--- src/rtl/fault_campaign_ctrl.sv ---
// fault_campaign_ctrl
//   Stuck-at fault campaign sequencer. It steps every input vector (outer
//   loop), every fault node 1..NUM_NODES (middle loop) and stuck value 0 then 1
//   (inner loop). For each triple it drives the injection controls, waits
//   SETTLE_CYC cycles, compares the faulty and golden outputs, and streams a
//   valid/ready detection record on each mismatch. It also keeps a per-fault
//   coverage map and a count of the faults detected.
//   Optional feature macro: FCC_FAULT_DROP_EN. When it is defined, a fault that
//   has already been detected is skipped, so each fault yields at most one
//   record.
`timescale 1ns/1ps

module fault_campaign_ctrl #(
  parameter int VEC_W      = 4,
  parameter int NUM_NODES  = 16,
  parameter int SEL_W      = 5,
  parameter int OUT_W      = 2,
  parameter int SETTLE_CYC = 2
) (
  input  logic                   clk,
  input  logic                   rst,
  input  logic                   start,
  output logic [VEC_W-1:0]       dut_in,
  output logic [SEL_W-1:0]       flt_sel,
  output logic                   flt_stuck,
  input  logic [OUT_W-1:0]       dut_out,
  input  logic [OUT_W-1:0]       gold_out,
  output logic                   rec_valid,
  input  logic                   rec_ready,
  output logic [VEC_W-1:0]       rec_vec,
  output logic [SEL_W-1:0]       rec_node,
  output logic                   rec_stuck,
  output logic [2*NUM_NODES-1:0] cov_map,
  output logic [SEL_W:0]         det_cnt,
  output logic                   busy,
  output logic                   done
);

  localparam int COV_W = 2 * NUM_NODES;
  localparam int CNT_W = (SETTLE_CYC > 1) ? $clog2(SETTLE_CYC + 1) : 1;

`ifdef FCC_FAULT_DROP_EN
  localparam bit DROP_EN = 1'b1;
`else
  localparam bit DROP_EN = 1'b0;
`endif

  localparam logic [VEC_W-1:0] VEC_LAST  = {VEC_W{1'b1}};
  localparam logic [VEC_W-1:0] VEC_ONE   = VEC_W'(1);
  localparam logic [SEL_W-1:0] NODE_LAST = SEL_W'(NUM_NODES);
  localparam logic [SEL_W-1:0] NODE_ONE  = SEL_W'(1);
  localparam logic [SEL_W:0]   DET_ONE   = (SEL_W + 1)'(1);
  localparam logic [CNT_W-1:0] CNT_ONE   = CNT_W'(1);
  localparam logic [CNT_W-1:0] CNT_LOAD  = CNT_W'(SETTLE_CYC - 1);
  localparam logic [COV_W-1:0] COV_ONE   = COV_W'(1);

  typedef enum logic [2:0] {
    S_IDLE,
    S_APPLY,
    S_SETTLE,
    S_CHECK,
    S_EMIT,
    S_DONE
  } state_t;

  state_t           state;
  logic [VEC_W-1:0] vec_idx;
  logic [SEL_W-1:0] node_idx;
  logic             stuck_idx;
  logic [CNT_W-1:0] settle_cnt;

  logic [VEC_W-1:0] vec_nxt;
  logic [SEL_W-1:0] node_nxt;
  logic             stuck_nxt;
  logic             last_fault;
  logic [SEL_W:0]   cov_idx;
  logic [COV_W-1:0] cov_mask;
  logic             cov_hit;

  // Next campaign indices (stuck inner, node middle, vector outer) and the coverage bit of the current fault.
  always_comb begin
    // NOTE: every output of this block gets a default first, so no path can leave one unassigned and infer a latch.
    vec_nxt   = vec_idx;
    node_nxt  = node_idx;
    stuck_nxt = ~stuck_idx;
    if (stuck_idx) begin
      if (node_idx == NODE_LAST) begin
        node_nxt = NODE_ONE;
        vec_nxt  = vec_idx + VEC_ONE;
      end else begin
        node_nxt = node_idx + NODE_ONE;
      end
    end
    last_fault = (vec_idx == VEC_LAST) && (node_idx == NODE_LAST) && stuck_idx;
    cov_idx    = {node_idx - NODE_ONE, stuck_idx};
    cov_mask   = COV_ONE << cov_idx;
    cov_hit    = |(cov_map & cov_mask);
  end

  // Campaign FSM with registered injection controls, record port and coverage state.
  always_ff @(posedge clk or posedge rst) begin
    if (rst) begin
      state      <= S_IDLE;
      vec_idx    <= '0;
      node_idx   <= '0;
      stuck_idx  <= 1'b0;
      settle_cnt <= '0;
      dut_in     <= '0;
      flt_sel    <= '0;
      flt_stuck  <= 1'b0;
      rec_valid  <= 1'b0;
      rec_vec    <= '0;
      rec_node   <= '0;
      rec_stuck  <= 1'b0;
      cov_map    <= '0;
      det_cnt    <= '0;
      busy       <= 1'b0;
      done       <= 1'b0;
    end else begin
      // NOTE: non-blocking assignments throughout, so every branch reads the state held before this edge.
      case (state)
        S_IDLE, S_DONE: begin
          state <= S_IDLE;
          if (start) begin
            cov_map   <= '0;
            det_cnt   <= '0;
            done      <= 1'b0;
            busy      <= 1'b1;
            vec_idx   <= '0;
            node_idx  <= NODE_ONE;
            stuck_idx <= 1'b0;
            state     <= S_APPLY;
          end
        end

        S_APPLY: begin
          if (DROP_EN && cov_hit) begin
            // Already detected: skip this fault without driving it.
            if (last_fault) begin
              busy      <= 1'b0;
              done      <= 1'b1;
              flt_sel   <= '0;
              flt_stuck <= 1'b0;
              state     <= S_DONE;
            end else begin
              vec_idx   <= vec_nxt;
              node_idx  <= node_nxt;
              stuck_idx <= stuck_nxt;
            end
          end else begin
            dut_in     <= vec_idx;
            flt_sel    <= node_idx;
            flt_stuck  <= stuck_idx;
            settle_cnt <= CNT_LOAD;
            state      <= S_SETTLE;
          end
        end

        S_SETTLE: begin
          if (settle_cnt == '0) begin
            state <= S_CHECK;
          end else begin
            settle_cnt <= settle_cnt - CNT_ONE;
          end
        end

        S_CHECK: begin
          if (dut_out != gold_out) begin
            if (!cov_hit) begin
              det_cnt <= det_cnt + DET_ONE;
            end
            cov_map   <= cov_map | cov_mask;
            rec_vec   <= vec_idx;
            rec_node  <= node_idx;
            rec_stuck <= stuck_idx;
            rec_valid <= 1'b1;
            state     <= S_EMIT;
          end else if (last_fault) begin
            busy      <= 1'b0;
            done      <= 1'b1;
            flt_sel   <= '0;
            flt_stuck <= 1'b0;
            state     <= S_DONE;
          end else begin
            vec_idx   <= vec_nxt;
            node_idx  <= node_nxt;
            stuck_idx <= stuck_nxt;
            state     <= S_APPLY;
          end
        end

        S_EMIT: begin
          // Record and controls stay put until the consumer takes the record.
          if (rec_ready) begin
            rec_valid <= 1'b0;
            if (last_fault) begin
              busy      <= 1'b0;
              done      <= 1'b1;
              flt_sel   <= '0;
              flt_stuck <= 1'b0;
              state     <= S_DONE;
            end else begin
              vec_idx   <= vec_nxt;
              node_idx  <= node_nxt;
              stuck_idx <= stuck_nxt;
              state     <= S_APPLY;
            end
          end
        end

        default: state <= S_IDLE;
      endcase
    end
  end

endmodule

--- config.mk ---
export PLATFORM = sky130hd
export DESIGN_NAME = fault_campaign_ctrl
export DESIGN_NICKNAME = d
export VERILOG_FILES = /design/src/rtl/fault_campaign_ctrl.sv
export SDC_FILE = /design/constraint.sdc
export NUM_CORES = 1
export LEC_CHECK = 0
export CAP_MARGIN = 40
export CORE_MARGIN = 10
export CORE_UTILIZATION = 53
export CTS_CLUSTER_DIAMETER = 50
export DETAILED_ROUTE_END_ITERATION = 10
export GPL_ROUTABILITY_DRIVEN = 0
export HOLD_SLACK_MARGIN = 0.06
export PLACE_DENSITY = 0.8
export SKIP_CTS_REPAIR_TIMING = 1
export SYNTH_ARGS = -nofsm -noshare
export SYNTH_HDL_FRONTEND = slang
export SYNTH_SLANG_ARGS = --single-unit
export TNS_END_PERCENT = 5
--- constraint.sdc ---
create_clock -name clk -period 3.65 [get_ports clk]
set_input_delay 0.5475 -clock clk [delete_from_list [all_inputs] [get_ports clk]]
set_output_delay 0.5475 -clock clk [all_outputs]
set_load 0.02 [all_outputs]
==> reports/metrics.cfg <==
[clock_tree]
clk_pin_slew_ns=0.08
ctsLongestPathBuffers=2
cts_tree=yes
htreeDepth=3
clock_latency_ns=0.36
cts_buffers=9
root_buffer=clkbuf_8
clock_sinks=76

[timing]
finalHoldWorstSlack_ns=0.477
period_share=0.842
tns_ns=0
tightest_slew_ns=0.758
slew_violations=0
hold_violations=0
setup_ws_ns=0.578
final.setup_skew_ns=0.0146
fin_crit_ns=3.07
relSlewSlack=0.494
setup_violations=0
fmaxAchievable_mhz=326
rsz0062_at_grt=false

[place]
dp_slack_ns=0.660
placedCellCount=572
place_hpwl_mm=7.53
place_area_sq_um=4670
portBuffers=68

[logic_synthesis]
synth_area_sq_um=3880
yosys-top-cells-area=dfrtp_1 (49%), nor2_1 (6.5%), a21oi_1 (5.5%)
yosysSeqAreaShare=0.490
async_flop_share=1.00
avgSynthCellArea_sq_um=9.29
netlist.top_cell.by_area=dfrtp_1
syn_inst=418
yosys_warnings=0
synth_top_area_share=0.490
synthFlopType=dfrtp_1
ys_seq_elements=76
synth_edf_count=0
synth_cell_types=62
syn_nets=432

[global_routing]
grt_pass1_wl_mm=17.1
overflow=0
grt_max_degree=43
grt_pass1_vias=3304
antenna_found_initial=0
grt_usage=0.186

[layout]
n_antenna_cell=0
final_common_cell=dfrtp_1
layout.cells.non_filler=586
postLayoutCellArea_sq_um=4850
final_nets=498
synthToLayoutAreaGrowth_pct=24.8
drive_above_1_share=0.0842
final_cell_mix=dfrtp_1 (76), clkdlybuf4s50_1 (68), nor2_1 (67), a21oi_1 (43), nand2_1 (31)

[die]
core_sq_um=7180
dieHeight_um=106
fp.dieArea_sq_um=11100
io-pin-count=69
rows=31
start_util=0.541
die_w_um=106

[detailed_routing]
wire_per_inst_um=18.0
viasPerCell=5.96
met2WireLength_mm=4.88
wl_met1_mm=4.60
drc=0
wl_met3_um=914
first_pass_iters=8
first_iter_violations=408
highest_layer=met4
num_vias=3493
drt-total-wl_mm=10.6
ant_nets=0

[setup_path]
rrSetupSlack_ns=0.58
crit_path_max_incr_delay_ns=0.61
r2r_end=det_cnt[3]
startpoint=node_idx[1]
critPathBufInv=1
crit_path_end=det_cnt[3]
path_cells=inv_1, ha_1, nor2_1, a22oi_1, o211a_1, o21ai_2, a21o_1, o211ai_1
cp_data_arrival_time_ns=3.30
cp.depth=8
rr_startpoint=node_idx[1]
crit_slowest_cell=nor2_1
path_class=flip-flop to flip-flop
required_ns=3.87
setup.worst_path.end_class=flip-flop
reg2regPathDepth=8
worst-path-max-fanout=17
startpoint_type=flip-flop
crit_family=compound AO/OA/AOI/OAI gates

[run]
cap_violations=0

[hold_path]
hold_path.class=flip-flop to flip-flop
worstHoldPathCells=2

[pwr]
power_frac_comb=0.473
pwr-share-clk=0.175
p_int_w=0.00191
cellPowerDensity_nw_per_um2=709
leakage_nw=2.09
switching_share=0.445
p_switching_w=0.00153
vdd_drop_max_v=0.000362
p_seq_frac=0.352

[outcome]
outcome=complete, no violations

per-layer routing:
layer | GRT usage | vias up
li1 | - | 1617
met1 | 0.253 | 1674
met2 | 0.279 | 186
met3 | 0.0426 | 16
met4 | 0.0822 | 0
met5 | 0 | -
registers in the layout, summed over array words and instances, names as in the netlist, 2 cells and up:
signal      cells
dut_in          4
cov_map        32
rec_vec         4
state           3
vec_idx         4
node_idx        5
rec_node        5
det_cnt         6
flt_sel         5
settle_cnt      2
area by class of cell:
type | count | area (sq um)
fillers | 566 | 2330
flip-flops and latches | 76 | 1900
multi-input cells | 309 | 1850
repair buffers | 76 | 753
clock buffers | 11 | 131
well taps | 99 | 124
inverters | 12 | 45.0
clock inverters | 3 | 40.0
synth_stat cells, drive strengths merged, types with 7 or more instances:
cell    count
a21oi      43
clkbuf     15
dfrtp      76
inv        12
mux2       11
mux2i       7
nand2      31
nand2b      7
nand3      19
nor2       69
o21ai      27
o31ai       9
per-stage QoR:
stage	total power, W	utilization
3_3_place_gp	0.00277	0.650
2_1_floorplan	0.00225	-
4_1_cts	0.00343	0.675
6_report	0.00344	0.675
3_5_place_dp	0.00283	0.651
5_1_grt	0.00365	0.675
kinds of logic (layout without fill, tap and decap cells):
logic type	count (synthesis)	after routing	share of synthesized area
buffers and inverters	33	102	0.0335
AOI/OAI and AO/OA	111	111	0.182
muxes	18	18	0.0500
xor gates and xnor gates	8	8	0.0200
DFF	76	76	0.490
and+or+nand+nor	166	166	0.205
adders and majority gates	6	6	0.0193
power groups by stage:
stage	combinational [W]	clock, W	sequential (W)
finish	0.00162	0.000601	0.00121
global route	0.00177	0.000644	0.00124
CTS	0.00162	0.000604	0.00121
detailed placement	0.00161	0	0.00122
global placement	0.00156	0	0.00121
floorplan	0.000995	0	0.00125
worst min-delay path by stage:
stage / slack, ns / startpoint / endpoint
2_1_floorplan: 0.51 / vec_idx[0] / vec_idx[0]
3_3_place_gp: 0.46 / flt_sel[4] / flt_sel[4]
3_5_place_dp: 0.47 / flt_sel[2] / flt_sel[2]
4_1_cts: 0.48 / flt_sel[2] / flt_sel[2]
5_1_grt: 0.51 / flt_sel[4] / flt_sel[4]
6_report: 0.48 / rec_node[2] / rec_node[2]
worst register-to-register path, stage by stage, from the launching register on:
cell and delay (ns):
dfrtp_1 0.42, inv_1 0.12, ha_1 0.55, nor2_1 0.61, a22oi_1 0.21, o211a_1 0.26, o21ai_2 0.30, a21o_1 0.33
o211ai_1 0.16
No activity file was read; power rests on OpenSTA's default activity.
